===== config.mk =====
export PLATFORM = sky130hd
export DESIGN_NAME = btn_event_flat
export DESIGN_NICKNAME = d
export VERILOG_FILES = /design/src/rtl/btn_event_if.sv /design/src/rtl/btn_event.sv /design/src/flat_wrapper.sv
export SDC_FILE = /design/constraint.sdc
export NUM_CORES = 1
export LEC_CHECK = 0
export ABC_AREA = 1
export ABC_CLOCK_PERIOD_IN_PS = 4100
export CORE_AREA = 10 10 111 138
export DETAILED_ROUTE_END_ITERATION = 12
export DIE_AREA = 0 0 121 148
export HOLD_SLACK_MARGIN = 0.02
export PLACE_DENSITY = 0.8
export SYNTH_ARGS = -nofsm -noshare
export SYNTH_HDL_FRONTEND = slang
export SYNTH_SLANG_ARGS = --single-unit

===== constraint.sdc =====
create_clock -name clk -period 4.1 [get_ports clk]
set_input_delay 1.025 -clock clk [delete_from_list [all_inputs] [get_ports clk]]
set_output_delay 1.025 -clock clk [all_outputs]
set_load 0.02 [all_outputs]

===== src/rtl/btn_event_if.sv =====
// Event-queue handshake between btn_event (master) and the CPU/IO-bus consumer (slave).
interface btn_event_if;
   logic       ev_valid;
   logic       ev_ready;
   logic [4:0] ev_code;
   logic       ev_press;
   logic [3:0] ev_count;

   modport master (output ev_valid, ev_code, ev_press, ev_count, input ev_ready);
   modport slave  (input ev_valid, ev_code, ev_press, ev_count, output ev_ready);
endinterface


===== src/rtl/btn_event.sv =====
// Debounces the scanner's 20-bit key vector and queues per-key press/release events.
// Release events are emitted only when BTN_RELEASE_EVT_EN is defined.
//
//  state | meaning
//  IDLE  | waiting for a debounced change of the key vector
//  EMIT  | pushing one event per cycle from the pending mask into the FIFO
module btn_event #(
   parameter int TICK_CYCLES    = 100000,
   parameter int STABLE_SAMPLES = 3,
   parameter int FIFO_DEPTH     = 8
) (
   input  logic             clk,
   input  logic             rst_n,
   input  logic [19:0]      key_state,
   output logic [19:0]      stable,
   btn_event_if.master      ev
);

   localparam int TW = (TICK_CYCLES > 2) ? $clog2(TICK_CYCLES) : 1;
   localparam int AW = $clog2(FIFO_DEPTH);

   typedef enum logic {IDLE, EMIT} state_t;

   state_t      state, state_nxt;
   logic [TW-1:0] tick_cnt;
   logic        tick;
   logic [19:0] cand, cand_nxt;
   logic [3:0]  match, match_nxt;
   logic [19:0] pending, pol, accept_mask;
   logic        accept;
   logic [4:0]  sel;
   logic        push, pop, full;

   logic [4:0]  fifo_code [FIFO_DEPTH];
   logic        fifo_pol  [FIFO_DEPTH];
   logic [AW:0] wr_ptr, rd_ptr, count;

   assign tick = (tick_cnt == TW'(TICK_CYCLES - 1));

   always_ff @(posedge clk or negedge rst_n) begin
      if (!rst_n)    tick_cnt <= '0;
      else if (tick) tick_cnt <= '0;
      else           tick_cnt <= tick_cnt + 1'b1;
   end

   // Next debounce state is what the current tick will store; accept looks at it
   // so the vector is taken on the same tick that completes the run of samples.
   always_comb begin
      cand_nxt  = cand;
      match_nxt = match;
      if (key_state == cand) begin
         if (match < 4'(STABLE_SAMPLES)) match_nxt = match + 4'd1;
      end else begin
         cand_nxt  = key_state;
         match_nxt = 4'd1;
      end
   end

   assign accept = tick && (state == IDLE) && (match_nxt == 4'(STABLE_SAMPLES))
                   && (cand_nxt != stable);

`ifdef BTN_RELEASE_EVT_EN
   assign accept_mask = cand_nxt ^ stable;
`else
   assign accept_mask = (cand_nxt ^ stable) & cand_nxt;
`endif

   always_comb begin
      sel = 5'd0;
      for (int i = 19; i >= 0; i--) begin
         if (pending[i]) sel = 5'(i);
      end
   end

   assign count = wr_ptr - rd_ptr;
   assign full  = (count == (AW+1)'(FIFO_DEPTH));
   assign pop   = ev.ev_valid && ev.ev_ready;

   always_ff @(posedge clk or negedge rst_n) begin
      if (!rst_n) state <= IDLE;
      else        state <= state_nxt;
   end

   // A pop in the same cycle frees the head slot, so a full FIFO does not stall then.
   always_comb begin
      state_nxt = state;
      push      = 1'b0;
      case (state)
         IDLE: if (accept) state_nxt = EMIT;
         EMIT: begin
            if (pending == '0)      state_nxt = IDLE;
            else if (!full || pop)  push = 1'b1;
         end
         default: state_nxt = IDLE;
      endcase
   end

   always_ff @(posedge clk or negedge rst_n) begin
      if (!rst_n) begin
         cand    <= '0;
         match   <= '0;
         stable  <= '0;
         pending <= '0;
         pol     <= '0;
      end else begin
         if (tick) begin
            cand  <= cand_nxt;
            match <= match_nxt;
         end
         if (accept) begin
            stable  <= cand_nxt;
            pending <= accept_mask;
            pol     <= cand_nxt;
         end else if (push) begin
            pending <= pending & ~(20'd1 << sel);
         end
      end
   end

   always_ff @(posedge clk or negedge rst_n) begin
      if (!rst_n) begin
         wr_ptr <= '0;
         rd_ptr <= '0;
         for (int i = 0; i < FIFO_DEPTH; i++) begin
            fifo_code[i] <= '0;
            fifo_pol[i]  <= 1'b0;
         end
      end else begin
         if (push) begin
            fifo_code[wr_ptr[AW-1:0]] <= sel;
            fifo_pol[wr_ptr[AW-1:0]]  <= pol[sel];
            wr_ptr <= wr_ptr + 1'b1;
         end
         if (pop) rd_ptr <= rd_ptr + 1'b1;
      end
   end

   assign ev.ev_valid = (count != '0);
   assign ev.ev_code  = fifo_code[rd_ptr[AW-1:0]];
   assign ev.ev_press = fifo_pol[rd_ptr[AW-1:0]];
   assign ev.ev_count = 4'(count);

endmodule


===== src/flat_wrapper.sv =====
// flat-port wrapper written by rule: the top's interface ports become plain ports
module btn_event_flat 
#(
   parameter int TICK_CYCLES    = 100000,
   parameter int STABLE_SAMPLES = 3,
   parameter int FIFO_DEPTH     = 8
)
  (clk, rst_n, key_state, stable, ev_ev_valid, ev_ev_code, ev_ev_press, ev_ev_count, ev_ev_ready);
  btn_event_if ev_i ();
  input  logic clk;
  input  logic rst_n;
  input  logic [19:0] key_state;
  output logic [19:0] stable;
  output wire logic [$bits(ev_i.ev_valid)-1:0] ev_ev_valid;
  output wire logic [$bits(ev_i.ev_code)-1:0] ev_ev_code;
  output wire logic [$bits(ev_i.ev_press)-1:0] ev_ev_press;
  output wire logic [$bits(ev_i.ev_count)-1:0] ev_ev_count;
  input wire logic [$bits(ev_i.ev_ready)-1:0] ev_ev_ready;
  assign ev_ev_valid = ev_i.ev_valid;
  assign ev_ev_code = ev_i.ev_code;
  assign ev_ev_press = ev_i.ev_press;
  assign ev_ev_count = ev_i.ev_count;
  assign ev_i.ev_ready = ev_ev_ready;
  btn_event #(.TICK_CYCLES(TICK_CYCLES), .STABLE_SAMPLES(STABLE_SAMPLES), .FIFO_DEPTH(FIFO_DEPTH)) u_core (.clk(clk), .rst_n(rst_n), .key_state(key_state), .stable(stable), .ev(ev_i));
endmodule

Yosys cells after proc, flatten, opt, wreduce, memory -nomap -nowiden:

Cells that the tools add are included.
W data, S select, Z words.

* add/subtract/negate cells: 5
* div/mod/pow operators: 0
* shift operators: 1
* muxes and demuxes: 46
* $lt $le $gt $ge: 5
* reductions and logical operators: 10
* bitwise operators: 7
* equality and inequality tests: 5
* multiply operators: 0

Operators by type and width (count)
* $mux W5: 23
* $mux W20: 3
* $and A20 B20 Y20: 2
* $bwmux W40: 1
* $eq A20 B20 Y1: 1
* $logic_not A20 Y1: 1
* $ne A20 B20 Y1: 1
* $not A20 Y20: 1
* $shl A1 B5 Y20 const A: 1
* $xor A20 B20 Y20: 1
* $add A17 B1 Y17 const B: 1
* $eq A17 B17 Y1 const B: 1
* $mux W17: 1
* $bmux W5 S3: 1
* $demux W5 S3: 1
* $add A4 B1 Y4 const B: 3
* $mux W1: 9
* $bwmux W8: 1
* $ge A4 B4 Y1 const B: 2
* $mux W4: 2
* $not A3 Y4: 2
* $lt A5 B6 Y1 const B: 1
* $bmux W1 S5: 1
* $logic_and A1 B1 Y1: 5
* other kinds (13): 13

* register bits after elaboration: 138
* memories kept: 0
* memory bits (writable): 0
* logic and storage cells: 103
* bits in latches: 0
* memory bits (read-only): 0

Logic depth before layout (Yosys ltp):

* depth in word-level cells: 25
* depth in mapped cells: 27
* mapped depth without buffers: 27

Worst setup path after synthesis:

OpenSTA, ideal clock, no wires.

* kind: reg2reg
* start point: reg u_core.rd_ptr[2]
* end point: reg u_core.pending[11]
* slack: 1.072 ns
* clock period less this slack: 3.028 ns
* data required time: 3.967 ns
* cell stages (with the launch flop): 16
* arrival time: 2.895 ns
* cell sequence: dfrtp_1 inv_1 clkbuf_1 ha_1 a21oi_1 o21ai_1 xor2_1 inv_1 nand2_1 nand2_2 nand3_1 nand2_2 clkinv_1 nand2_1 o311ai_0 nand2_1

* longest elaborated chain between the ends: 8
* elaborated cells between the ends (all ways): 10
* those cells by class: add/sub (1); eq/ne (1); mux (3); reduce/logical (5)

Ends and longest elaborated chain
* start, declared: RTL line btn_event.sv:36 `logic [AW:0] wr_ptr, rd_ptr, count;`
* start signal, assigned: RTL line btn_event.sv:134 `if (pop) rd_ptr <= rd_ptr + 1'b1;`
* $sub A4 B4 Y4: RTL line btn_event.sv:75 `assign count = wr_ptr - rd_ptr;`
* via ev_ev_count[3]: RTL line flat_wrapper.sv:17 `output wire logic [$bits(ev_i.ev_count)-1:0] ev_ev_count;`
* $reduce_bool A4 Y1: RTL line btn_event.sv:138 `assign ev.ev_valid = (count != '0);`
* via ev_ev_valid: RTL line flat_wrapper.sv:14 `output wire logic [$bits(ev_i.ev_valid)-1:0] ev_ev_valid;`
* $logic_and A1 B1 Y1: RTL line btn_event.sv:77 `assign pop = ev.ev_valid && ev.ev_ready;`
* $logic_or A1 B1 Y1: RTL line btn_event.sv:92 `else if (!full || pop) push = 1'b1;`
* $mux W1: RTL line btn_event.sv:92
* $mux W1: RTL line btn_event.sv:91 `if (pending == '0) state_nxt = IDLE;`
* $mux W1: RTL line btn_event.sv:88 `case (state)`
* $reduce_bool A2 Y1 (no source line)
* end signal, assigned: RTL line btn_event.sv:112 `pending <= accept_mask;`
* end signal, assigned: RTL line btn_event.sv:115 `pending <= pending & ~(20'd1 << sel);`
* end, declared: RTL line btn_event.sv:29 `logic [19:0] pending, pol, accept_mask;`

The timed path passes the listed nets, and every way through them passes these cells.
A chain may end at the register's enable or synchronous reset.

Worst setup path after layout:

* start point: reg u_core.rd_ptr[1]
* end point: out ev_ev_valid

* longest elaborated chain between the ends: 2

Ends and longest elaborated chain (RTL line)
* $sub A4 B4 Y4: btn_event.sv:75
* $reduce_bool A4 Y1: btn_event.sv:138
* end, declared: flat_wrapper.sv:14

No other way between the ends.

==> flow_summary_export.csv <==
group,metric,value,unit
outcome,status,"finished clean",
logic_synthesis,synth_cells,942,
sta,period_minus_slack,3.75,ns
sta,relSlewSlack,0.485,
run,maxCapViolations,0,
floorplanning,io_pins,54,
sta,max_slew.worst_pin.slew,0.773,ns
routing,viasPerCell,5.53,
clock_network,clk_latency,0.43,ns
clock_network,numCtsBuffers,17,
critical_path,start_kind,"register",
critical_path,path_max_fanout,13,
grt,grt_usage,0.220,
logic_synthesis,syn_area,7440,um2
grt,antenna_found_initial,0,
grt,met3_usage,0.0434,
critical_path,path_class,"register to output pin",
clock_network,clockRootBuffer,"clkbuf_16",
clock_network,cts.sinks,138,
clock_network,cts_hold_buf,0,
routing,drcViolationCount,0,
grt,grt_pass1_vias,6438,
routing,dr.pass1.iters,5,
floorplanning,core_area,12600,um2
final_layout,stdcell_count,1153,
clock_network,clkTransAtPathRegs,0.06,ns
routing,vias,6379,
routing,wirelength,19100,um
final_layout,most-common-layout-cells,"nand2_1, dfrtp_1, inv_1",
sta,fin_skew,0.00992,ns
final_layout,final_common_cell,"nand2_1",
critical_path,critPathBufInv,3,
final_layout,antenna_cells,0,
placed_design,hpwl,13200,um
sta,rsz0062_at_grt,"no",
clock_network,h-tree-depth,4,
worst_hold_path,hp-class,"register to register",
critical_path,worstPathCellList,"inv_1 -> ha_1 -> nand2_1 -> o21ai_1 -> xor2_1 -> inv_1 -> nand2_1 -> clkdlybuf4s50_1",
critical_path,slowest_stage,"clkdlybuf4s50_1",
critical_path,slowest_delay,0.62,ns
final_layout,drive_gt1_frac,0.0772,
critical_path,path_delay_family,"buffers and inverters",
floorplanning,start_util,0.590,
sta,fmax,267,MHz
critical_path,arrival,2.72,ns
logic_synthesis,seq_area_frac_synth,0.464,
grt,use_met1,0.246,
critical_path,cp-end-kind,"output pin",
floorplanning,dieArea,17900,um2
logic_synthesis,synth_edf_count,0,
final_layout,final_nets,1023,
logic_synthesis,syn_avg_cell_area,7.89,um2
logic_synthesis,synthArstFlopShare,1.00,
power_and_ir_drop,leakagePower,4.13,nW
floorplanning,num_rows,46,
placed_design,port_buffers,53,
final_layout,final_core_util,0.689,
logic_synthesis,synth_top_flop_cell,"dfrtp_1",
clock_network,post_cts_buffers,0,
sta,setup_tns,0,ns
power_and_ir_drop,pwr_density_cell,485,nW/um2
power_and_ir_drop,ir_worst_vdd,255,uV
sta,setup_viol,0,
critical_path,critPathRequiredTime,3.07,ns
clock_network,cts_tree,"done",
grt,overflow,0,
grt,grt.met2_usage,0.390,
routing,ant_nets,0,
grt,grt-busiest-layer,"met2",
sta,whs,0.469,ns
placed_design,gp_congestion,0.860,
logic_synthesis,ys_ff_latch,138,
clock_network,clockBufferDepth,2,
sta,slew_viol_final,0,
floorplanning,die_w,121,um
logic_synthesis,synth_cell_types,42,
final_layout,syn_to_final_growth,16.8,%
floorplanning,chipHeight,148,um
sta,hold_violations,0,
routing,first_iter_violations,641,
logic_synthesis,synth_warnings,0,
logic_synthesis,syn_nets,993,
grt,grt_pass1_wl,31700,um
clock_network,cts_resized,0,
grt,grt_max_degree,86,
placed_design,dp_cells,1121,
sta,min_period_over_period,0.914,
routing,routedWlPerCell,16.5,um
==> registers in the layout, summed over array words and instances, names as in the netlist <==
register and count:
u_core.wr_ptr 4, u_core.rd_ptr 4, u_core.state 1, u_core.pending 20
u_core.fifo_code 40, u_core.tick_cnt 17, u_core.match 4, u_core.stable 20
u_core.cand 20, u_core.fifo_pol 8
==> worst paths after layout <==
kind | start | end | slack [ns] | cells after the start
setup / recovery | u_core.rd_ptr[1]$_DFFE_PN0P_ | ev_ev_valid | 0.35 | 8
max in group asynchronous | rst_n | u_core.stable[14]$_DFFE_PN0P_ | 2.56 | 2
setup reg to reg | u_core.rd_ptr[1]$_DFFE_PN0P_ | u_core.pending[11]$_DFFE_PN0P_ | 1.16 | 14
min in group asynchronous | rst_n | u_core.rd_ptr[3]$_DFFE_PN0P_ | 0.65 | 1
hold / removal | u_core.tick_cnt[0]$_DFF_PN0_ | u_core.tick_cnt[0]$_DFF_PN0_ | 0.47 | 1
hold reg to reg | u_core.tick_cnt[0]$_DFF_PN0_ | u_core.tick_cnt[0]$_DFF_PN0_ | 0.47 | 1
==> per-layer routing <==
layer / share of wire / vias to the layer above / routed length (um)
li1: - / 3077 / -
met1: 0.41 / 3085 / 7760
met2: 0.52 / 169 / 9980
met3: 0.037 / 48 / 702
met4: 0.032 / 0 / 615
met5: 0 / - / 0
==> where the power goes <==
part           internal, W  switching, W
Combinational     0.000407      0.000623
Clock              0.00116      0.000599
Sequential         0.00140     0.0000308
==> cells in the mapped netlist, types with 8 or more instances <==
cell type	count	area [um2]
xnor2_1	13	114
nand4_1	17	106
nor3_1	11	55.1
clkbuf_1	37	139
o21ai_0	105	526
xor2_1	8	70.1
or2_2	8	50.1
buf_2	11	55.1
nor2_1	94	353
nand2_1	211	792
nand3_1	44	220
a21oi_1	9	45.0
o211ai_1	17	128
inv_1	126	473
ha_1	27	338
dfrtp_1	138	3450
==> kinds of logic after synthesis <==
family,after synthesis,share of synthesized area
AND/OR/NAND/NOR,411,0.242
buffers and inverters,183,0.0973
AO/OA/AOI/OAI,160,0.122
flip-flops,138,0.464
adder cells (fa/ha/maj),28,0.0481
XOR/XNOR,21,0.0247
multiplexers,1,0.00151
==> area by class of cell <==
class	instances	area (um2)
multi-input cells	621	3260
clock buffers	20	447
flip-flops and latches	138	3450
well taps	168	210
clock inverters	12	219
inverters	131	492
repair buffers	63	607
fillers	1008	3920
==> stage by stage <==
stage	power (W)	instance area, um2	setup WS (ns)
3_5_place_dp	0.00247	8020	0.309
6_report	0.00421	8690	0.352
3_3_place_gp	0.00246	8020	0.375
5_1_grt	0.00439	8690	0.157
2_1_floorplan	0.00206	7440	1.07
4_1_cts	0.00423	8690	0.331
No activity file was read; power rests on OpenSTA's default activity.
